--- src/rtl/output_arbiter.sv ---
// Per-output-port arbiter with a two-slot (EVEN/ODD) virtual-channel output stage.
// Latency: grant is combinational; the flit is captured at the end of the grant cycle, earliest sendO the next cycle.
// Backpressure: receiveO=0 holds the drain slot FULL; a FULL fill slot forces grant=0 (optional macro OUTPUT_ARBITER_FIXED_PRIO_EN).
module output_arbiter #(
  parameter int NUM_REQ    = 4,
  parameter int DATA_WIDTH = 64
) (
  input  logic                          clk,
  input  logic                          rst,
  input  logic                          polarity,
  input  logic [NUM_REQ-1:0]            req,
  input  logic [NUM_REQ*DATA_WIDTH-1:0] data_in,
  output logic [NUM_REQ-1:0]            grant,
  input  logic                          receiveO,
  output logic                          sendO,
  output logic [DATA_WIDTH-1:0]         dataO
);

  localparam int PTR_W = $clog2(NUM_REQ);

  typedef enum logic {
    SLOT_EMPTY = 1'b0,
    SLOT_FULL  = 1'b1
  } slot_state_e;

  // Index 0 is the EVEN slot, index 1 the ODD slot.
  slot_state_e           state_q [2];
  slot_state_e           state_d [2];
  logic [DATA_WIDTH-1:0] dat_q   [2];
  logic [DATA_WIDTH-1:0] dat_d   [2];
`ifndef OUTPUT_ARBITER_FIXED_PRIO_EN
  logic [PTR_W-1:0]      ptr_q   [2];
  logic [PTR_W-1:0]      ptr_d   [2];
  logic [PTR_W-1:0]      gnt_idx;
`endif

  logic                  fill_sel;
  logic                  drain_sel;
  logic                  gnt_vld;
  logic [NUM_REQ-1:0]    gnt_vec;
  logic [DATA_WIDTH-1:0] gnt_dat;
  logic                  drain_full;

  // polarity picks which slot fills and which drains; they are always different slots.
  assign fill_sel   = polarity;
  assign drain_sel  = ~polarity;
  assign drain_full = (state_q[drain_sel] == SLOT_FULL);

  // Pick the first requester starting at the fill slot's pointer (or at 0 for fixed priority).
  always_comb begin
    int idx;
    idx     = 0;
    gnt_vld = 1'b0;
    gnt_vec = '0;
    gnt_dat = '0;
`ifndef OUTPUT_ARBITER_FIXED_PRIO_EN
    gnt_idx = '0;
`endif
    if (state_q[fill_sel] == SLOT_EMPTY) begin
      for (int k = 0; k < NUM_REQ; k++) begin
`ifdef OUTPUT_ARBITER_FIXED_PRIO_EN
        idx = k;
`else
        idx = (int'(ptr_q[fill_sel]) + k) % NUM_REQ;
`endif
        if (!gnt_vld && req[idx]) begin
          gnt_vld      = 1'b1;
          gnt_vec[idx] = 1'b1;
          gnt_dat      = data_in[idx*DATA_WIDTH +: DATA_WIDTH];
`ifndef OUTPUT_ARBITER_FIXED_PRIO_EN
          gnt_idx      = PTR_W'(idx);
`endif
        end
      end
    end
  end

  // Outputs are forced low while reset is asserted so they drop without waiting for a clock edge.
  assign grant = rst ? gnt_vec : '0;
  assign sendO = rst & drain_full & receiveO;
  assign dataO = (rst && drain_full) ? dat_q[drain_sel] : '0;

  // Next state: the fill slot captures a granted flit, the drain slot empties on a transfer.
  always_comb begin
    for (int s = 0; s < 2; s++) begin
      state_d[s] = state_q[s];
      dat_d[s]   = dat_q[s];
`ifndef OUTPUT_ARBITER_FIXED_PRIO_EN
      ptr_d[s]   = ptr_q[s];
`endif
    end
    if (gnt_vld) begin
      state_d[fill_sel] = SLOT_FULL;
      dat_d[fill_sel]   = gnt_dat;
`ifndef OUTPUT_ARBITER_FIXED_PRIO_EN
      ptr_d[fill_sel]   = (gnt_idx == PTR_W'(NUM_REQ - 1)) ? '0 : gnt_idx + 1'b1;
`endif
    end
    if (sendO) begin
      state_d[drain_sel] = SLOT_EMPTY;
    end
  end

  // Slot state, data and pointer registers; reset discards any in-flight flit.
  always_ff @(posedge clk or negedge rst) begin
    if (!rst) begin
      for (int s = 0; s < 2; s++) begin
        state_q[s] <= SLOT_EMPTY;
        dat_q[s]   <= '0;
`ifndef OUTPUT_ARBITER_FIXED_PRIO_EN
        ptr_q[s]   <= '0;
`endif
      end
    end else begin
      for (int s = 0; s < 2; s++) begin
        state_q[s] <= state_d[s];
        dat_q[s]   <= dat_d[s];
`ifndef OUTPUT_ARBITER_FIXED_PRIO_EN
        ptr_q[s]   <= ptr_d[s];
`endif
      end
    end
  end

endmodule

--- config.mk ---
export PLATFORM = sky130hd
export DESIGN_NAME = output_arbiter
export DESIGN_NICKNAME = d
export VERILOG_FILES = /design/src/rtl/output_arbiter.sv
export SDC_FILE = /design/constraint.sdc
export NUM_CORES = 1
export LEC_CHECK = 0
export ABC_AREA = 0
export BUFFER_PORTS_ARGS = -buffer_cell sky130_fd_sc_hd__buf_2
export CAP_MARGIN = 10
export CORE_ASPECT_RATIO = 1.75
export CORE_MARGIN = 4
export CORE_UTILIZATION = 44
export CTS_BUF_LIST = sky130_fd_sc_hd__clkbuf_4
export DETAILED_ROUTE_END_ITERATION = 12
export GPL_TIMING_DRIVEN = 0
export PLACE_DENSITY = 0.68
export SLEW_MARGIN = 5
export SYNTH_ARGS = -nofsm -noshare
export SYNTH_HDL_FRONTEND = slang
export SYNTH_SLANG_ARGS = --single-unit
--- constraint.sdc ---
create_clock -name clk -period 10.05 [get_ports clk]
set_input_delay 2.01 -clock clk [delete_from_list [all_inputs] [get_ports clk]]
set_output_delay 2.01 -clock clk [all_outputs]
set_load 0.01 [all_outputs]
==> flow_summary.ini, run 1 <==
[run_status]
outcome = complete, no violations

[timing]
rsz0062_at_grt = false
fmax_mhz = 106
fin_crit_ns = 9.43
slew_viol_final = 0
setup_tns_ns = 0
setup_viol = 0
max_slew_margin_pct = 30.2
period_share_pct = 93.8
tightest_slew_ns = 1.05
holdWs_ns = 0.516
hold_violations = 0
skew_ns = 0.0229

[power_and_ir_drop]
powerDensity_mw_per_mm2 = 311
irDropWorstVdd_uv = 134
power.leakage_nw = 7.64

[placement]
place_congestion = 0.871
dp_cells = 1903
hpwl_mm = 38.1
portBuffers = 327

[setup_path]
required_ns = 8.04
critPathCaptureType = output pin
slowest_stage = buf_1
worstPathCellList = buf_2 > mux2i_1 > buf_2 > buf_1 > ha_1 > clkbuf_1 > mux2i_1 > nand2_1 > o22ai_1 > clkbuf_1 > clkbuf_1 > a222oi_1 > a21oi_1 > buf_2
cp_data_arrival_time_ns = 7.42
crit_fanout = 13
crit_path_start_kind = input port
critical_path_class = input port to output pin
cp_slowest_stage_delay_ns = 0.76

[routing]
wl_per_cell_um = 25.7
post_drt_via_cell_ratio = 6.49
initialDrtViolationCount = 715
via_count = 12623
routed_wl_mm = 50.1
post-route-drc-count = 0
drtPass1Iterations = 8
ant_nets = 0

[cts]
cts_tree = yes
htreeDepth = 4
clk_pin_slew_ns = 0.11
ctsRootBufferMaster = clkbuf_4
numCtsBuffers = 17
cts_sinks = 134
clk_path_buf_depth = 2
clock_latency_ns = 0.58
cts_hold_buf = 0
cts.repair.resized = 0
postCtsSetupBuffers = 0

[logic_synthesis]
yosys.area.top_type = dfrtp_1
synth_enable_flop_cells = 0
ys.warnings.count = 0
synth_top_flop_cell = dfrtp_1
netlist_area_mm2 = 0.0135
synthTopCellsByArea = dfrtp_1, mux4_2, mux2i_1
synth-async-reset-ratio_pct = 100
syn_nets = 1460
syn_inst = 1188
postSynthAreaPerCell_um2 = 11.4
synth_top_area_share_pct = 24.8
synth_cell_types = 36
ys_seq_area_share_pct = 24.8
ys_ff_latch = 134

[floorplan]
io_pins = 333
die_area_mm2 = 0.0337
initial_core_util_pct = 44.8
row_count = 84
core-area_mm2 = 0.0302
die_y_um = 240
die_x_um = 140

[global_route]
grt.overflow.total = 0
grt_first_pass_wirelength_mm = 73.8
antenna_found_initial = 11
grt_use_total_pct = 28.6
grt_pass1_vias = 13348
grt_max_degree = 78

[layout]
drive_above_1_share_pct = 42.6
mostFrequentLayoutCells = buf_2, mux2i_1, dfrtp_1
nFillCells = 2762
fin_cells = 1945
mostFrequentLayoutCell = buf_2
area_delta_synth_final_pct = 18.3
final_nets = 1807

[job]
drv_cap = 0

[worst_hold_path]
hold_class = flop to flop
## final cells by class
type,count,area [µm²],share of cell area [%]
Antenna cell,10,25.0,0.157
Clock inverter,14,150,0.940
Clock buffer,18,135,0.846
Timing Repair Buffer,328,1670,10.5
Multi-Input combinational cell,916,9560,59.9
Sequential cell,134,3350,21.0
Buffer,134,569,3.57
Tap cell,387,484,3.03
Inverter,4,15.0,0.0940
## final timing paths
kind	slack, ns	cells after the start	from	endpoint
hold reg to reg	0.52	1	dat_q[29]	dat_q[29]
hold / removal	0.52	1	dat_q[29]	dat_q[29]
max in group asynchronous	7.86	2	rst	dat_q[6]
setup reg to reg	4.51	11	ptr_q[1]	dat_q[6]
setup / recovery	0.62	14	polarity	grant[2]
min in group asynchronous	1.41	1	rst	dat_q[41]
## cells by family after synthesis
group / Yosys count / synth area share [%]
buffers and inverters: 138 / 4.33
flip-flops: 134 / 24.8
AO/OA/AOI/OAI: 153 / 10.1
adder cells (fa/ha/maj): 8 / 0.741
multiplexers: 522 / 51.9
AND/OR/NAND/NOR: 233 / 8.02
## cell usage after synthesis, types with 2 or more instances
cell        n
nand3_1     3
mux4_2    129
and2_1      2
buf_2      35
mux2_2    129
ha_1        8
o21ai_1     2
dfrtp_1   134
a211o_1    64
nand3b_1    2
nor2_1     71
mux2i_1   263
buf_1      10
buf_6       2
o211ai_1    4
a222oi_1    4
buf_4       2
or3_1       2
clkbuf_1   85
nor2b_1     5
o21ai_0     3
inv_1       2
nor3_1    129
nand2_1    16
a21oi_1     8
a221o_1    64
## critical path, delay by kind of cell
kind	cells	cell delay, ns
adder cells (fa/ha/maj)	1	0.25
AO/OA/AOI/OAI	3	1.12
AND/OR/NAND/NOR	1	0.09
buffers and inverters	7	2.95
multiplexers	2	0.97
## through the flow
step	setup slack, ns	utilization, %	power (mW)	cell area (µm²)
5_1_grt	0.388	52.9	5.24	16000
3_3_place_gp	0.919	51.8	4.45	15600
4_1_cts	0.737	52.8	4.95	15900
3_5_place_dp	0.779	51.9	4.56	15700
2_1_floorplan	2.81	-	3.56	13500
6_report	0.624	52.9	4.96	16000
## flip-flops by register name (all words and copies together), names as in the netlist
name / flops
state_q: 2
dat_q: 128
ptr_q: 4
## metal layers
layer / track usage, % / part of all wire, % / vias to the layer above
li1: - / - / 5471
met1: 29.9 / 35 / 6308
met2: 52.5 / 53 / 649
met3: 3.94 / 5.8 / 193
met4: 19.5 / 6.6 / 2
met5: 0 / 0.026 / -
## report_power, final
group,internal (mW),switching (mW)
Clock,0.152,0.226
Sequential,0.792,0.124
Combinational,1.72,1.95
Total,2.67,2.30
Power figures use the tool's default switching activity.
==> run 2: changes to the inputs <==
--- a/config.mk
+++ b/config.mk
@@ -9,12 +9,12 @@
 export BUFFER_PORTS_ARGS = -buffer_cell sky130_fd_sc_hd__buf_2
 export CAP_MARGIN = 10
 export CORE_ASPECT_RATIO = 1.75
-export CORE_MARGIN = 4
-export CORE_UTILIZATION = 44
+export CORE_MARGIN = 10
+export CORE_UTILIZATION = 61
 export CTS_BUF_LIST = sky130_fd_sc_hd__clkbuf_4
 export DETAILED_ROUTE_END_ITERATION = 12
 export GPL_TIMING_DRIVEN = 0
-export PLACE_DENSITY = 0.68
+export PLACE_DENSITY = 0.9
 export SLEW_MARGIN = 5
 export SYNTH_ARGS = -nofsm -noshare
 export SYNTH_HDL_FRONTEND = slang
==> run 2 against run 1 <==
  * Combinational power rose by 1%
  * Clock skew up 0.017 ns
  * Critical path depth stayed put
  * Wire length is 4.0% higher
  * Global-route usage increased by 5.8 points
  * Critical path type unchanged
==> flow_summary.ini, run 2 (synthesis results as in run 1) <==
[floorplan]
die_y_um = 217
die_x_um = 132
row_count = 72
io_pins = 333
die_area_mm2 = 0.0287
core-area_mm2 = 0.0220
initial_core_util_pct = 61.4

[timing]
rsz0062_at_grt = false
slew_viol_final = 0
skew_ns = 0.0400
setup_viol = 0
period_share_pct = 94.9
hold_violations = 0
tightest_slew_ns = 1.09
fin_crit_ns = 9.54
setup_tns_ns = 0
fmax_mhz = 105
max_slew_margin_pct = 27.1

[placement]
hpwl_mm = 38.7
placed_area_mm2 = 0.0155
portBuffers = 327
place_congestion = 0.929

[layout]
multi_input_area_mm2 = 0.00956
design_area_mm2 = 0.0159
largest_register = dat_q
regArea_mm2 = 0.00335
mostFrequentLayoutCell = buf_2
mostFrequentLayoutCells = buf_2, mux2i_1, dfrtp_1
final_nets = 1807
largest_registers = dat_q (128), ptr_q (4), state_q (2)
drive_above_1_share_pct = 42.6
largest_reg_flops = 128
nFillCells = 1659
area_delta_synth_final_pct = 17.4

[setup_path]
required_ns = 8.04
rr_worst_depth = 11
worstPathCellList = buf_2 > mux2i_1 > buf_2 > buf_1 > ha_1 > clkbuf_1 > mux2i_1 > nand2_1 > o22ai_1 > clkbuf_1 > clkbuf_1 > a222oi_1 > a21oi_1 > buf_2
crit_path_start_kind = input port
slowest_stage = o22ai_1
cp_data_arrival_time_ns = 7.53
critical_path_class = input port to output pin
ff2ff_setup_slack_ns = 4.62
reg2reg_to = dat_q[6]
cp_slowest_stage_delay_ns = 0.84
rr_startpoint = ptr_q[1]
critPathCaptureType = output pin
crit_fanout = 13

[cts]
clk_path_buf_depth = 2
ctsRootBufferMaster = clkbuf_4
cts.repair.resized = 0
cts_tree = yes
cts_sinks = 134
htreeDepth = 4
cts_hold_buf = 0
clock_latency_ns = 0.56
numCtsBuffers = 17
postCtsSetupBuffers = 0
clk_pin_slew_ns = 0.10

[worst_hold_path]
hold_class = flop to flop
hold_end = dat_q[22]
min_from = dat_q[22]
hold_depth = 1

[routing]
post-route-drc-count = 0
ant_nets = 0
drtPass1Iterations = 7
via_count = 13513
routed_wl_mm = 52.1
wl_per_cell_um = 28.0
initialDrtViolationCount = 1739
post_drt_via_cell_ratio = 7.27

[power_and_ir_drop]
powerDensity_mw_per_mm2 = 316
irDropWorstVdd_uv = 166
power.leakage_nw = 7.63

[global_route]
grt_pass1_vias = 14243
antenna_found_initial = 13
grt_first_pass_wirelength_mm = 78.7
grt_use_total_pct = 34.4
grt.overflow.total = 0
grt_max_degree = 72

[job]
drv_cap = 0

[run_status]
outcome = complete, no violations
==> run 2: area by class of cell <==
type | count | area share [%]
Inverter | 4 | 0.0947
Sequential cell | 134 | 21.2
Multi-Input combinational cell | 916 | 60.3
Tap cell | 296 | 2.34
Clock inverter | 12 | 0.766
Timing Repair Buffer | 328 | 10.5
Clock buffer | 20 | 0.947
Buffer | 134 | 3.59
Antenna cell | 15 | 0.237
==> run 2: metrics by stage <==
step / hold WS (ns) / instances / power, mW / worst slack [ns] / util, %
finish: 0.517 / 1859 / 5.02 / 0.513 / 72.1
global placement: 0.486 / 1811 / 4.37 / 0.821 / 70.5
floorplan: 0.476 / 1188 / 3.56 / 2.81 / -
detailed placement: 0.494 / 1812 / 4.53 / 0.863 / 70.7
CTS: 0.520 / 1844 / 4.90 / 0.780 / 71.9
global route: 0.534 / 1857 / 5.22 / 0.551 / 72.1
==> run 2: how the worst max path moves through the flow <==
stage	from	endpoint	slack (ns)	cells after the start
floorplan	polarity	grant[0]	2.81	13
global placement	polarity	grant[1]	0.82	14
detailed placement	polarity	grant[3]	0.86	14
CTS	polarity	grant[3]	0.78	14
global route	polarity	grant[3]	0.55	14
finish	polarity	grant[3]	0.51	14
==> run 2: where the power goes <==
group	leakage, nW	switching [mW]	internal, mW
logic	5.84	1.99	1.73
clock network	0.137	0.235	0.135
registers	1.65	0.138	0.792
==> run 2: worst max-delay path: cells and delay by family <==
| kind | cells | cell delay (ns) |
|---|---|---|
| adders and majority gates | 1 | 0.25 |
| muxes | 2 | 0.86 |
| AOI/OAI and AO/OA | 3 | 1.32 |
| buffers and inverters | 7 | 2.97 |
| and+or+nand+nor | 1 | 0.09 |
==> run 2: routing by layer <==
metal / GRT usage (%) / vias to the layer above / wire, µm
met4: 23.9 / 2 / 3710
met2: 59.3 / 1108 / 26200
met3: 7.08 / 333 / 4840
met5: 0 / - / 11
li1: - / 5498 / -
met1: 37.2 / 6572 / 17300
